<file path="src/rtl/audio_sched_pkg.sv">
// Shared types, constants and helpers for the audio tone scheduler.
package audio_sched_pkg;

  typedef enum logic [1:0] {
    StIdle  = 2'd0,
    StGrant = 2'd1,
    StPlay  = 2'd2
  } state_e;

  localparam logic [31:0] AmplitudeDefault = 32'h0FFFFFF0;

  // Widest request vector the priority encoder handles.
  localparam int unsigned MaxReq = 32;

  // Index of the lowest set bit (highest priority); 0 when no bit is set.
  function automatic logic [4:0] lowest_set(input logic [MaxReq-1:0] vec);
    lowest_set = '0;
    for (int i = MaxReq - 1; i >= 0; i--) begin
      if (vec[i]) lowest_set = 5'(i);
    end
  endfunction

endpackage

</file>
<file path="src/rtl/audio_tone_scheduler_if.sv">
// Audio_Controller sample handshake and data, shared between scheduler and codec side.
interface audio_tone_scheduler_if;

  logic        audio_in_available;
  logic        audio_out_allowed;
  logic [31:0] left_channel_audio_in;
  logic [31:0] right_channel_audio_in;
  logic        read_audio_in;
  logic        write_audio_out;
  logic [31:0] left_channel_audio_out;
  logic [31:0] right_channel_audio_out;

  // Scheduler side: consumes line-in, produces mixed samples and strobes.
  modport master (
    input  audio_in_available,
    input  audio_out_allowed,
    input  left_channel_audio_in,
    input  right_channel_audio_in,
    output read_audio_in,
    output write_audio_out,
    output left_channel_audio_out,
    output right_channel_audio_out
  );

  // Audio_Controller side.
  modport slave (
    output audio_in_available,
    output audio_out_allowed,
    output left_channel_audio_in,
    output right_channel_audio_in,
    input  read_audio_in,
    input  write_audio_out,
    input  left_channel_audio_out,
    input  right_channel_audio_out
  );

endinterface

</file>
<file path="src/rtl/square_tone_gen.sv">
// Square-wave generator: counts CLOCK_50 cycles against a half-period and flips polarity.
module square_tone_gen
  import audio_sched_pkg::*;
#(
  parameter int unsigned PERIOD_W  = 19,
  parameter logic [31:0] AMPLITUDE = AmplitudeDefault
) (
  input  logic                clk_i,
  input  logic                rst_i,
  input  logic                load_i,
  input  logic                en_i,
  input  logic [PERIOD_W-1:0] half_period_i,
  output logic [31:0]         tone_o
);

  logic [PERIOD_W-1:0] cnt_q, cnt_d;
  logic                phase_q, phase_d;

  // Load restarts on the positive half; a zero half-period (rest) freezes the counter.
  always_comb begin
    cnt_d   = cnt_q;
    phase_d = phase_q;
    if (load_i) begin
      cnt_d   = '0;
      phase_d = 1'b1;
    end else if (en_i && (half_period_i != '0)) begin
      if (cnt_q == half_period_i) begin
        cnt_d   = '0;
        phase_d = ~phase_q;
      end else begin
        cnt_d = cnt_q + PERIOD_W'(1);
      end
    end
  end

  // Counter and phase state.
  always_ff @(posedge clk_i or posedge rst_i) begin
    if (rst_i) begin
      cnt_q   <= '0;
      phase_q <= 1'b0;
    end else begin
      cnt_q   <= cnt_d;
      phase_q <= phase_d;
    end
  end

  assign tone_o = phase_q ? AMPLITUDE : (~AMPLITUDE + 32'd1);

endmodule

</file>
<file path="src/rtl/audio_tone_scheduler.sv">
// Arbitrates tone requesters by fixed priority, plays the granted square tone for a
// sample-counted duration and mixes it onto the line-in passthrough.
module audio_tone_scheduler
  import audio_sched_pkg::*;
#(
  parameter int unsigned NUM_REQ   = 4,
  parameter int unsigned PERIOD_W  = 19,
  parameter int unsigned DUR_W     = 16,
  parameter logic [31:0] AMPLITUDE = AmplitudeDefault,
  parameter bit          PREEMPT   = 1'b1,
  localparam int unsigned IdW      = (NUM_REQ > 1) ? $clog2(NUM_REQ) : 1
) (
  input  logic                        CLOCK_50,
  input  logic                        reset,
  input  logic [NUM_REQ-1:0]          req,
  input  logic [NUM_REQ*PERIOD_W-1:0] req_half_period,
  input  logic [NUM_REQ*DUR_W-1:0]    req_duration,
  output logic [NUM_REQ-1:0]          ack,
  output logic                        busy,
  output logic [IdW-1:0]              active_id,
  input  logic                        mute,
  audio_tone_scheduler_if.master      audio
);

  state_e              state_q, state_d;
  logic [NUM_REQ-1:0]  ack_q, ack_d;
  logic                busy_q, busy_d;
  logic [IdW-1:0]      active_id_q, active_id_d;
  logic [PERIOD_W-1:0] half_period_q, half_period_d;
  logic [DUR_W-1:0]    dur_q, dur_d;

  logic               xfer;
  logic               grant_en;
  logic [IdW-1:0]     grant_id;
  logic [NUM_REQ-1:0] higher_mask;
  logic [NUM_REQ-1:0] preempt_req;
  logic               play_tone;
  logic [31:0]        tone;
  logic [31:0]        tone_mix;

  // A sample moves in both directions whenever the codec is ready on both sides.
  assign xfer                  = audio.audio_in_available & audio.audio_out_allowed & ~reset;
  assign audio.read_audio_in   = xfer;
  assign audio.write_audio_out = xfer;

  // Requesters strictly higher in priority than the one currently holding the output.
  always_comb begin
    higher_mask = '0;
    for (int i = 0; i < NUM_REQ; i++) begin
      higher_mask[i] = (i < int'(active_id_q));
    end
    preempt_req = PREEMPT ? (req & higher_mask) : '0;
  end

  // Arbitration, FSM next state and duration bookkeeping.
  always_comb begin
    state_d       = state_q;
    ack_d         = '0;
    active_id_d   = active_id_q;
    half_period_d = half_period_q;
    dur_d         = dur_q;
    grant_en      = 1'b0;
    grant_id      = '0;
    unique case (state_q)
      StIdle: begin
        if (|req) begin
          grant_en = 1'b1;
          grant_id = IdW'(lowest_set(MaxReq'(req)));
        end
      end
      StGrant: begin
        state_d = (dur_q != '0) ? StPlay : StIdle;
      end
      StPlay: begin
        if (xfer) begin
          dur_d = dur_q - DUR_W'(1);
          if (dur_q == DUR_W'(1)) state_d = StIdle;
        end
        // Pre-emption overrides completion in the same cycle.
        if (|preempt_req) begin
          grant_en = 1'b1;
          grant_id = IdW'(lowest_set(MaxReq'(preempt_req)));
        end
      end
      default: state_d = StIdle;
    endcase
    if (grant_en) begin
      state_d         = StGrant;
      ack_d[grant_id] = 1'b1;
      active_id_d     = grant_id;
      half_period_d   = req_half_period[grant_id*PERIOD_W +: PERIOD_W];
      dur_d           = req_duration[grant_id*DUR_W +: DUR_W];
    end
  end

  assign busy_d = (state_d != StIdle);

  // FSM and registered outputs.
  always_ff @(posedge CLOCK_50 or posedge reset) begin
    if (reset) begin
      state_q       <= StIdle;
      ack_q         <= '0;
      busy_q        <= 1'b0;
      active_id_q   <= '0;
      half_period_q <= '0;
      dur_q         <= '0;
    end else begin
      state_q       <= state_d;
      ack_q         <= ack_d;
      busy_q        <= busy_d;
      active_id_q   <= active_id_d;
      half_period_q <= half_period_d;
      dur_q         <= dur_d;
    end
  end

  assign ack       = ack_q;
  assign busy      = busy_q;
  assign active_id = active_id_q;

  square_tone_gen #(
    .PERIOD_W (PERIOD_W),
    .AMPLITUDE(AMPLITUDE)
  ) u_tone (
    .clk_i        (CLOCK_50),
    .rst_i        (reset),
    .load_i       (grant_en),
    .en_i         (state_q == StPlay),
    .half_period_i(half_period_q),
    .tone_o       (tone)
  );

  // Tone is added only while playing an audible, unmuted note; sums wrap.
  always_comb begin
    play_tone = (state_q == StPlay) && !mute && (half_period_q != '0);
    tone_mix  = play_tone ? tone : 32'd0;
  end

  assign audio.left_channel_audio_out  = audio.left_channel_audio_in + tone_mix;
  assign audio.right_channel_audio_out = audio.right_channel_audio_in + tone_mix;

endmodule

</file>
<file path="src/flat_wrapper.sv">
// flat-port wrapper written by rule: the top's interface ports become plain ports
module audio_tone_scheduler_flat import audio_sched_pkg::*;
#(
  parameter int unsigned NUM_REQ   = 4,
  parameter int unsigned PERIOD_W  = 19,
  parameter int unsigned DUR_W     = 16,
  parameter logic [31:0] AMPLITUDE = AmplitudeDefault,
  parameter bit          PREEMPT   = 1'b1,
  localparam int unsigned IdW      = (NUM_REQ > 1) ? $clog2(NUM_REQ) : 1
)
  (CLOCK_50, reset, req, req_half_period, req_duration, ack, busy, active_id, mute, audio_audio_in_available, audio_audio_out_allowed, audio_left_channel_audio_in, audio_right_channel_audio_in, audio_read_audio_in, audio_write_audio_out, audio_left_channel_audio_out, audio_right_channel_audio_out);
  audio_tone_scheduler_if audio_i ();
  input  logic CLOCK_50;
  input  logic reset;
  input  logic [NUM_REQ-1:0] req;
  input  logic [NUM_REQ*PERIOD_W-1:0] req_half_period;
  input  logic [NUM_REQ*DUR_W-1:0] req_duration;
  output logic [NUM_REQ-1:0] ack;
  output logic busy;
  output logic [IdW-1:0] active_id;
  input  logic mute;
  input wire logic [$bits(audio_i.audio_in_available)-1:0] audio_audio_in_available;
  input wire logic [$bits(audio_i.audio_out_allowed)-1:0] audio_audio_out_allowed;
  input wire logic [$bits(audio_i.left_channel_audio_in)-1:0] audio_left_channel_audio_in;
  input wire logic [$bits(audio_i.right_channel_audio_in)-1:0] audio_right_channel_audio_in;
  output wire logic [$bits(audio_i.read_audio_in)-1:0] audio_read_audio_in;
  output wire logic [$bits(audio_i.write_audio_out)-1:0] audio_write_audio_out;
  output wire logic [$bits(audio_i.left_channel_audio_out)-1:0] audio_left_channel_audio_out;
  output wire logic [$bits(audio_i.right_channel_audio_out)-1:0] audio_right_channel_audio_out;
  assign audio_i.audio_in_available = audio_audio_in_available;
  assign audio_i.audio_out_allowed = audio_audio_out_allowed;
  assign audio_i.left_channel_audio_in = audio_left_channel_audio_in;
  assign audio_i.right_channel_audio_in = audio_right_channel_audio_in;
  assign audio_read_audio_in = audio_i.read_audio_in;
  assign audio_write_audio_out = audio_i.write_audio_out;
  assign audio_left_channel_audio_out = audio_i.left_channel_audio_out;
  assign audio_right_channel_audio_out = audio_i.right_channel_audio_out;
  audio_tone_scheduler #(.NUM_REQ(NUM_REQ), .PERIOD_W(PERIOD_W), .DUR_W(DUR_W), .AMPLITUDE(AMPLITUDE), .PREEMPT(PREEMPT)) u_core (.CLOCK_50(CLOCK_50), .reset(reset), .req(req), .req_half_period(req_half_period), .req_duration(req_duration), .ack(ack), .busy(busy), .active_id(active_id), .mute(mute), .audio(audio_i));
endmodule
</file>
<file path="config.mk">
export PLATFORM = sky130hd
export DESIGN_NAME = audio_tone_scheduler_flat
export DESIGN_NICKNAME = d
export VERILOG_FILES = /design/src/rtl/audio_sched_pkg.sv /design/src/rtl/audio_tone_scheduler_if.sv /design/src/rtl/square_tone_gen.sv /design/src/rtl/audio_tone_scheduler.sv /design/src/flat_wrapper.sv
export SDC_FILE = /design/constraint.sdc
export NUM_CORES = 1
export LEC_CHECK = 0
export ABC_AREA = 1
export BUFFER_PORTS_ARGS = -buffer_cell sky130_fd_sc_hd__buf_4
export CORE_MARGIN = 2
export CORE_UTILIZATION = 59
export DETAILED_ROUTE_END_ITERATION = 10
export PLACE_DENSITY_LB_ADDON = 0.15
export SYNTH_ARGS = -nofsm -noshare
export SYNTH_HDL_FRONTEND = slang
export SYNTH_HIERARCHICAL = 1
export SYNTH_SLANG_ARGS = --single-unit
</file>
<file path="constraint.sdc">
create_clock -name CLOCK_50 -period 4.2 [get_ports CLOCK_50]
set_input_delay 0.63 -clock CLOCK_50 [delete_from_list [all_inputs] [get_ports CLOCK_50]]
set_output_delay 0.63 -clock CLOCK_50 [all_outputs]
set_load 0.02 [all_outputs]
</file>
==> run metrics <==
Reg power frac 21.4%; CP max FO 8; number of flops mapped to enable cells by yosys 0; Fill cells 1,555; cts bufs inserted 9; Worst setup SP type flop; met1 wire length 13,320 um; count leader, synth nand2_1; Final Cycle Share 91.10%; Setup Buffers After CTS 0; Area growth syn-to-layout 22.31%; critical path's most frequent cell nand2_1; die outline width 136.3 um; layout net count 2,380; Hold Path Class primary input to async pin; ANT nets after route 0; Power Density 391.5 mW/mm2; area leader, netlist nand2_1; Sw Share 50.83%; leading post-synthesis cells by cell area nand2_1 30%, dfrtp_1 15%, inv_1 10%; max frequency 261.3 MHz; Gate power share 62.8%; Max Cap Viol 0; Bufs on Longest Clock Path 2; Layout Utilization 73.33%; vias in the first global route 11,870; core area 0.01724 mm2; Worst path top cell family by delay simple AND/OR/NAND/NOR gates; I/O pin count 286; Finish-stage setup viols 0; WL met2 18,320 um; post-cts hold buffer count 0; Final Instance Area 0.01264 mm2; die area 0.01859 mm2; worst-case reg-to-reg path depth 9; Cells after Synth 1,911; Final TNS setup 0 ps; Synth Area per Inst 5.407 um2; Worst Skew 8.103 ps; Syn Std Cell Area 0.01033 mm2; unrepaired setup endpoints after global routing no; Crit Path Category flop to output pin; H-tree Lvls 3; Synth Flop Type dfrtp_1; status finished, final reports clean; Buf/Inv on CP 1; Post-DP Area 0.01233 mm2; GPL Wtd Cong 0.9856; post-DP HPWL 30,470 um; initial core utilization 59.95%; sequential share of the synthesized area 15.50%; GRT Total Usage 38.61%; Max rail drop VDD 0.0002830 V; register area 0.001603 mm2; met3 WL 2636 um; First DRT Iteration DRCs 1,232; DRC 0; clock share of power 15.8%; Hold Vio Cnt, Final 0; Root Buffer clkbuf_16; global route total overflow 0; Antenna Cells 0; largest net degree at the start of global routing 75; WL/cell 15.66 um; Commonest cells post-synth 830 x nand2_1, 287 x inv_1, 159 x nor2_1; leakage power 7.800 nW; CP max stage delay 410 ps; first drt pass iteration count 5; Async SR Flop Fraction 100.0%; Reg-to-Reg End u_core/u_tone/cnt_q[6]$_DFFE_PP0P_; Clock Sinks 64; critical path data required time 3570 ps; first-pass GRT wire length 56,010 um; multi-input logic area 0.007038 mm2; post-synth top area share 30.15%; Port Buffers 285; crit end category output pin; Post-CTS Resized 0; max_slew headroom 29.64%; YS warnings 6; count of cell types in the netlist 54; share of cells above drive strength 1 19.53%; vias per cell 5.498; Slew Limit Fails 0; R2R Path Start u_core/active_id[1]$_DFFE_PP0P_; CTS tree done; final wirelength 37,200 um; Clock transition at path regs 60 ps; CP max stage cell dfrtp_1; initial antenna violation count 0; row count 48; flop2flop setup slack 1450 ps; clock latency on the worst-skew pair 340 ps; vias 13,060; register bit count reported by yosys 64; min Tclk post-route 3826 ps; Die Span Y 136.3 um; crit path cell chain nor2_1 -> nand2_1 -> nor2_1 -> nand3_2 -> nand2_1 -> nor2_1 -> ha_1 -> a21oi_1 -> a21boi_0 -> o21ai_0 -> a21oi_1 -> nand2_1 -> nand2_1 -> nand2_1 -> buf_4; worst slew pin tran 1054 ps; DR top layer met4; Sw Pwr 2.515 mW; WP data arrival 3200 ps; Power Internal 2.433 mW; CP Depth 15
==> worst register-to-register path, delay by kind of cell (launching register included) <==
kind,cells,cell delay (ps)
compound gates,3,700
buf+inv,3,1150
flops,1,430
simple gates,3,400
==> cell families after synthesis <==
kind of cell	count (synthesis)	share of synthesized area, %
compound gates	116	7.059
xor+xnor	60	5.085
fa+ha+maj	21	2.543
buf+inv	385	16.60
flops	64	15.50
other cells	2	0.07268
simple gates	1263	53.14
==> worst max-delay path by stage <==
stage	start	endpoint
after floorplan	u_core/half_period_q[8]$_DFFE_PP0P_	audio_right_channel_audio_out[31]
after global placement	mute	audio_right_channel_audio_out[24]
after detailed placement	mute	audio_left_channel_audio_out[31]
after CTS	u_core/half_period_q[1]$_DFFE_PP0P_	audio_left_channel_audio_out[31]
after global routing	u_core/half_period_q[1]$_DFFE_PP0P_	audio_right_channel_audio_out[26]
final	u_core/half_period_q[1]$_DFFE_PP0P_	audio_left_channel_audio_out[31]
==> cell usage in the layout (no fill, tap or decap), types with 3 or more instances in the layout <==
cell / netlist / final
a21boi_0: 4 / 4
a21oi_1: 44 / 44
a21oi_2: 4 / 4
a22oi_1: 11 / 11
a41oi_1: 5 / 5
buf_4: 35 / 293
clkbuf_16: 0 / 9
clkbuf_8: 0 / 3
conb_1: 2 / 5
dfrtp_1: 64 / 63
ha_1: 21 / 21
inv_1: 287 / 286
inv_2: 22 / 23
nand2_1: 830 / 830
nand2_2: 17 / 17
nand3_1: 79 / 78
nand3_2: 8 / 9
nand3b_1: 6 / 6
nand4_1: 95 / 95
nand4_2: 7 / 7
nor2_1: 159 / 157
nor2_2: 25 / 27
nor2_4: 4 / 4
nor3_1: 14 / 14
nor3_2: 10 / 10
o211ai_1: 5 / 5
o21a_1: 3 / 3
o21ai_0: 18 / 18
o21ai_1: 3 / 3
o21bai_1: 5 / 5
xnor2_1: 19 / 19
xor2_1: 41 / 41
==> cell type report <==
cell class | instances | area share (%)
Tap cell | 225 | 2.227
Clock inverter | 2 | 0.2970
Timing Repair Buffer | 295 | 17.72
Sequential cell | 64 | 12.68
Clock buffer | 13 | 2.138
Inverter | 311 | 9.256
Multi-Input combinational cell | 1465 | 55.68
==> per-stage QoR <==
step | std cells | hold WS [ps] | setup WS [ps] | power (mW)
2_1_floorplan | 1914 | 492.8 | 1046 | 3.118
4_1_cts | 2375 | 508.2 | 453.2 | 4.889
5_1_grt | 2375 | 560.4 | 161.5 | 5.289
3_5_place_dp | 2360 | 504.8 | 755.0 | 4.088
6_report | 2375 | 505.6 | 373.7 | 4.948
3_3_place_gp | 2360 | 515.4 | 766.1 | 4.020
==> power groups by stage <==
stage	clock network (mW)	registers [mW]	logic (mW)
2_1_floorplan	0	1.03	2.08
3_3_place_gp	0	1.05	2.97
3_5_place_dp	0	1.06	3.03
4_1_cts	0.785	1.05	3.05
5_1_grt	0.811	1.09	3.39
6_report	0.782	1.06	3.11
==> layer usage <==
| metal | global-route usage, % | up-vias |
|---|---|---|
| li1 | - | 6372 |
| met1 | 42.94 | 5835 |
| met2 | 68.87 | 689 |
| met3 | 3.878 | 162 |
| met4 | 26.91 | 0 |
| met5 | 0 | - |
==> flip-flops by register name, summed over array words and instances (netlist names) <==
register,count
u_core/busy,1
u_core/u_tone/phase_q,1
u_core/state_q,2
u_core/active_id,2
u_core/dur_q,16
u_core/half_period_q,19
u_core/ack,4
u_core/u_tone/cnt_q,19
Power figures use the tool's default switching activity.
